File: src/rtl/inst_fetch.sv
// Instruction fetch front end: issues word reads to instruction memory under a
// credit limit, queues returning {pc, data} pairs for decode, and handles
// redirects by flushing the queue and discarding responses already in flight.
module inst_fetch #(
  parameter int unsigned QUEUE_DEPTH = 4,
  parameter logic [31:0] RESET_PC    = 32'h0000_0000
) (
  input  logic        CLK,
  input  logic        RST,
  output logic        INST_RDEN,
  output logic [31:0] INST_RADDR,
  input  logic        MEM_WAIT,
  input  logic        INST_RVALID,
  input  logic [31:0] INST_RDATA,
  input  logic        JMP_DO,
  input  logic [31:0] JMP_PC,
  output logic        FETCH_VALID,
  output logic [31:0] FETCH_PC,
  output logic [31:0] FETCH_DATA,
  input  logic        FETCH_READY
);

  localparam int AW = (QUEUE_DEPTH > 1) ? $clog2(QUEUE_DEPTH) : 1;
  localparam int CW = AW + 1;
  localparam int SW = CW + 2;

  localparam logic [CW-1:0] CNT_ONE  = CW'(1);
  localparam logic [AW-1:0] PTR_ONE  = AW'(1);
  localparam logic [31:0]   START_PC = RESET_PC & ~32'h3;

  logic          rden_q, rden_d;
  logic [31:0]   req_pc_q, req_pc_d;
  logic [31:0]   rsp_pc_q, rsp_pc_d;
  logic [CW-1:0] outst_q, outst_d;
  logic [CW-1:0] discard_q, discard_d;
  logic [CW-1:0] count_q, count_d;
  logic [AW-1:0] wr_ptr_q, wr_ptr_d;
  logic [AW-1:0] rd_ptr_q, rd_ptr_d;

  logic [31:0]   pc_mem_q   [QUEUE_DEPTH];
  logic [31:0]   data_mem_q [QUEUE_DEPTH];

  logic          accept;
  logic          push;
  logic          pop;
  logic          rsp_drop;
  logic [SW-1:0] credit_sum;

  // Handshake decode: a pop or push on a redirect edge is swallowed by the flush.
  always_comb begin
    accept     = rden_q & ~MEM_WAIT;
    rsp_drop   = INST_RVALID & (discard_q != '0);
    push       = INST_RVALID & (discard_q == '0) & ~JMP_DO;
    pop        = (count_q != '0) & FETCH_READY & ~JMP_DO;
    credit_sum = SW'(count_q) + SW'(outst_q) + SW'(accept) - SW'(pop);
  end

  // Next-state logic for request issue, response tracking and queue pointers.
  always_comb begin
    rden_d    = rden_q;
    req_pc_d  = req_pc_q;
    rsp_pc_d  = rsp_pc_q;
    outst_d   = outst_q;
    discard_d = discard_q;
    count_d   = count_q;
    wr_ptr_d  = wr_ptr_q;
    rd_ptr_d  = rd_ptr_q;

    case ({accept, INST_RVALID})
      2'b10:   outst_d = outst_q + CNT_ONE;
      2'b01:   outst_d = outst_q - CNT_ONE;
      default: outst_d = outst_q;
    endcase

    if (JMP_DO) begin
      rden_d    = 1'b0;
      req_pc_d  = JMP_PC & ~32'h3;
      rsp_pc_d  = JMP_PC & ~32'h3;
      count_d   = '0;
      rd_ptr_d  = wr_ptr_q;
      discard_d = outst_d;
    end else begin
      rden_d = (credit_sum < SW'(QUEUE_DEPTH));
      if (accept) begin
        req_pc_d = req_pc_q + 32'd4;
      end
      if (push) begin
        rsp_pc_d = rsp_pc_q + 32'd4;
        wr_ptr_d = wr_ptr_q + PTR_ONE;
      end
      if (rsp_drop) begin
        discard_d = discard_q - CNT_ONE;
      end
      if (pop) begin
        rd_ptr_d = rd_ptr_q + PTR_ONE;
      end
      case ({push, pop})
        2'b10:   count_d = count_q + CNT_ONE;
        2'b01:   count_d = count_q - CNT_ONE;
        default: count_d = count_q;
      endcase
    end
  end

  // Control state registers with synchronous active-low reset.
  always_ff @(posedge CLK) begin
    if (!RST) begin
      rden_q    <= 1'b0;
      req_pc_q  <= START_PC;
      rsp_pc_q  <= START_PC;
      outst_q   <= '0;
      discard_q <= '0;
      count_q   <= '0;
      wr_ptr_q  <= '0;
      rd_ptr_q  <= '0;
    end else begin
      rden_q    <= rden_d;
      req_pc_q  <= req_pc_d;
      rsp_pc_q  <= rsp_pc_d;
      outst_q   <= outst_d;
      discard_q <= discard_d;
      count_q   <= count_d;
      wr_ptr_q  <= wr_ptr_d;
      rd_ptr_q  <= rd_ptr_d;
    end
  end

  // Queue storage; contents need no reset because the count gates visibility.
  always_ff @(posedge CLK) begin
    if (push) begin
      pc_mem_q[wr_ptr_q]   <= rsp_pc_q;
      data_mem_q[wr_ptr_q] <= INST_RDATA;
    end
  end

  assign INST_RDEN   = rden_q;
  assign INST_RADDR  = req_pc_q;
  assign FETCH_VALID = (count_q != '0);
  assign FETCH_PC    = FETCH_VALID ? pc_mem_q[rd_ptr_q]   : 32'h0;
  assign FETCH_DATA  = FETCH_VALID ? data_mem_q[rd_ptr_q] : 32'h0;

endmodule

File: config.mk
export PLATFORM = sky130hd
export DESIGN_NAME = inst_fetch
export DESIGN_NICKNAME = d
export VERILOG_FILES = /design/src/rtl/inst_fetch.sv
export SDC_FILE = /design/constraint.sdc
export NUM_CORES = 1
export LEC_CHECK = 0
export CAP_MARGIN = 30
export CORE_ASPECT_RATIO = 0.8
export CORE_MARGIN = 1.5
export CORE_UTILIZATION = 30
export CTS_CLUSTER_DIAMETER = 30
export DETAILED_ROUTE_END_ITERATION = 7
export GPL_TIMING_DRIVEN = 1
export PLACE_DENSITY = 0.52
export SLEW_MARGIN = 10
export SYNTH_ARGS = -nofsm -noshare
export SYNTH_HDL_FRONTEND = slang
export SYNTH_SLANG_ARGS = --single-unit
File: constraint.sdc
create_clock -name CLK -period 5.05 [get_ports CLK]
set_input_delay 0.7575 -clock CLK [delete_from_list [all_inputs] [get_ports CLK]]
set_output_delay 0.7575 -clock CLK [all_outputs]
set_load 0.01 [all_outputs]
* Word level (Yosys, flattened, before mapping) *
Memories as Yosys holds them, arrays and structs flattened. A register that Yosys moved wholly into a read port is not among the register bits.
Index checks and enable logic that the tools add are counted.

word-level totals
  flip-flop bits (word level) = 78
  latch bits = 0
  bits in writable memories = 256
  memory bits (read-only) = 0
  output and inout bits = 98
  word-level logic and storage cells = 66
  memories = 2

memories
  name        words  width  rd ports  clocked after memory_dff  write ports  RTL line  source
  data_mem_q  4      32     1         1                         1            41        logic [31:0] data_mem_q [QUEUE_DEPTH];
  pc_mem_q    4      32     1         1                         1            40        logic [31:0] pc_mem_q [QUEUE_DEPTH];

operators by class
  $add $sub $neg = 12
  $mul = 0
  divide/modulo/power cells = 0
  order comparisons = 1
  equal/unequal tests = 4
  shift-type cells = 0
  mux-type cells = 18
  bitwise gates (word level) = 9
  reduce and logical (&&, ||, !) cells = 10

operators by type and width
  kind                                                  number
  two-way mux 32 bit                                    6
  adder 32 x 3 -> 32 bit (second input constant)        2
  two-way mux 2 bit                                     6
  one-hot mux 3 bit (2 select lines)                    2
  nonzero test 2 bit                                    5
  subtractor 3 x 1 -> 3 bit (second input constant)     3
  adder 3 x 1 -> 3 bit (second input constant)          2
  AND 1 bit                                             6
  two-way mux 3 bit                                     2
  nonzero test 3 bit                                    2
  adder 4 x 1 -> 5 bit                                  1
  < comparator 5 x 3 -> 1 bit (second input constant)   1
  subtractor 5 x 1 -> 5 bit                             1
  adder 2 x 1 -> 2 bit (second input constant)          2
  adder 3 x 3 -> 4 bit                                  1
  equality test 2 x 1 -> 1 bit (second input constant)  2
  equality test 2 bit (second input constant)           2
  zero test 3 bit                                       1
  inverter 1 bit                                        3
  two-way mux 1 bit                                     2
  AND reduction 2 bit                                   1
  OR reduction 2 bit                                    1

* Logic depth before layout (Yosys ltp) *
  depth in word-level cells = 7
  mapped depth = 12
  depth with buffers taken out = 11

* Worst setup path after synthesis *
No wires, ideal clock.

  path type = input to register
  start = input port JMP_DO
  end = memory data_mem_q[0][0] (enable)
  arrival = 2.812 ns
  path slack = 1.811 ns
  cell stages on the path = 4
  path buffers = 2
  cell sequence = clkbuf_1 inv_2 clkbuf_1 and3_1

between the ends
  longest elaborated chain between the ends = 4

ends and longest elaborated chain
  item                                     RTL line  source
  start, declared                          15        input logic JMP_DO,
  inverter 1 bit (no line)                 -
  AND 1 bit                                53        push = INST_RVALID & (discard_q == '0) & ~JMP_DO;
  two-way mux 1 bit                        130       if (push) begin
  two-way mux 1 bit (not written as such)  132       data_mem_q[wr_ptr_q] <= INST_RDATA;
  end, declared                            41

Every way passes these cells.

==> summary.txt <==
outcome: finished clean
GP Congestion: 0.766
CTS clock-pin slew for the worst setup and hold paths: 0.04 ns
Nets: 1213
Starting DRT DRC Count: 460
mean post-synth cell area: 14.7 um2
Initial Utilization: 30.5%
n_diodes: 0
cell family with most CP delay: buffers and inverters
Startpoint Class: flip-flop
Design Power: 0.00837 W
hold_buf cts: 0
Post-Layout Inst Area: 18400 um2
Worst VDD drop: 0.206 mV
Final Cycle Share: 74.2%
worst-path fanout max: 27
I/O pin count: 168
port bufs: 161
wire per inst: 18.4 um
Async S/R FF share, synth: 0%
hold_sp: INST_RADDR[3]
synthesis-stage register bit count: 324
Yosys cell types: 58
setup violators final: 0
most common cell after layout, fill and taps aside: edfxtp_1
Final Worst Setup Slack: 1.30 ns
wirelength, routed: 32800 um
Final ANT Viol Nets: 0
Bufs and invs on worst path: 2
unrepaired setup endpoints after global routing: false
Total Routing Usage GR: 14.2%
commonest non-fill, non-tap cells in the layout: 248 x edfxtp_1, 161 x clkdlybuf4s50_1, 74 x dfxtp_1
core area: 44600 um2
hpwl dp: 20300 um
first-pass GRT wire length: 50500 um
Relative slew margins: 45.7%
clk sinks: 324
Worst-Margin Slew: 0.814 ns
crit path kind: reg -> out
Crit-path slowest cell: dfxtp_4
EDFF count, synth: 248
Die W: 241 um
Die Ht: 194 um
hold crit path type: reg -> reg
Post-CTS Setup Inserts: 0
pin count of the biggest net entering global routing: 65
clock latency on the worst-skew pair: 0.56 ns
register area share after synthesis: 65.8%
Max Buffers Root-to-Sink: 3
vias in the first global route: 8706
Power Dens Cells: 454 nW/um2
drt first pass iters: 5
share of layout cells above drive strength 1: 17.5%
initial antenna violation count: 0
CTS HTree Levels: 3
Mapped Area: 13600 um2
Worst path max stage delay: 0.73 ns
Max Slew Vio Count: 0
crit-path cells: buf_4 > mux4_2 > nor2b_1 > clkdlybuf4s50_1
Max Clock Freq: 0.267 GHz
post-cts resize count: 0
Post-route DRC: 0
Final Util: 41.3%
max cap viols: 0
CP required: 4.29 ns
CTS tree: built
GRT overflow: 0
final hold violations: 0
dpl cell area: 16000 um2
Worst R2R Start: discard_q[0]
final setup TNS: 0 ns
crit path time final: 3.75 ns
TritonCTS buffer count: 70
Main synth FF type: edfxtp_1
Leak Pwr: 5.96 nW
Row Count: 69
Syn Inst Count: 925
Clock Skew: 0.0150 ns
dpl ws: 1.45 ns
worst path arrival time: 2.99 ns
Area Overhead vs Synth: 35.2%
crit path capture type: primary output
root buffer cell: clkbuf_16
DR vias/cell: 4.82
Synthesis Warnings: 0
Vias: 8602
die footprint: 46700 um2
final cells by class:
cell class | count | area (um2)
multi-input cells | 519 | 4320
well taps | 603 | 754
clock buffers | 74 | 1790
clock inverters | 55 | 658
repair buffers | 178 | 1800
inverters | 32 | 120
fillers | 4153 | 26200
flip-flops and latches | 324 | 8970
worst min-delay path, cell delays in order, from the launching register on:
cell     delay [ns]
dfxtp_1        0.34
nand2_1        0.07
a31oi_1        0.07
flip-flops by register name, indices dropped and copies added, names as in the netlist, named ones only:
| register | flops |
|---|---|
| wr_ptr_q | 2 |
| rd_ptr_q | 2 |
| discard_q | 3 |
| pc_mem_q | 120 |
| outst_q | 3 |
| count_q | 3 |
| INST_RADDR | 30 |
| INST_RDEN | 1 |
| rsp_pc_q | 30 |
| data_mem_q | 128 |
Yosys cell counts (all sizes together) (18+ instances only):
library cell	count	area, um2
xnor2	22	193
mux4	62	1400
a31oi	23	144
nand2	42	158
nor2b	63	394
a21oi	32	160
nand4	18	119
nor2	25	93.8
inv	31	116
dfxtp	76	1520
clkbuf	39	146
edfxtp	248	7450
o21ai	43	215
nor3	19	95.1
stage by stage:
stage / std cells / hold slack [ns]
after floorplan: 928 / 0.475
after global placement: 1655 / 0.511
after detailed placement: 1655 / 0.526
after CTS: 1784 / 0.535
after global routing: 1785 / 0.555
final: 1785 / 0.540
worst paths after layout:
path	to	slack, ns	depth (start not counted)
hold / removal	INST_RADDR[3]	0.54	2
setup reg to reg	rsp_pc_q[30]	2.28	6
setup / recovery	FETCH_DATA[30]	1.30	4
hold reg to reg	INST_RADDR[3]	0.54	2
routing by layer:
metal | routed length, um | global-route usage, % | share of wire [%]
met4 | 758 | 4.88 | 2.3
met2 | 14100 | 20.5 | 43
met5 | 0 | 0 | 0
met1 | 15700 | 20.1 | 48
met3 | 2340 | 4.25 | 7.1
cell families (layout without fill, tap and decap cells):
| kind of cell | after synthesis | in the layout | synth area share, % |
|---|---|---|---|
| flip-flops | 324 | 324 | 65.8 |
| AND/OR/NAND/NOR | 261 | 261 | 11.0 |
| AO/OA/AOI/OAI | 141 | 141 | 6.36 |
| buffers and inverters | 85 | 339 | 2.58 |
| multiplexers | 63 | 63 | 10.3 |
| XOR/XNOR | 32 | 32 | 2.06 |
| adder cells (fa/ha/maj) | 18 | 18 | 1.76 |
| other | 1 | 4 | 0.0275 |
power breakdown:
group | switching (W) | leakage, nW | total [W] | internal, W
sequential | 0.0000994 | 2.89 | 0.00309 | 0.00299
combinational | 0.000286 | 1.92 | 0.000592 | 0.000307
clock | 0.00152 | 1.15 | 0.00468 | 0.00316
total | 0.00191 | 5.96 | 0.00837 | 0.00646
(Power assumes the default switching activity.)
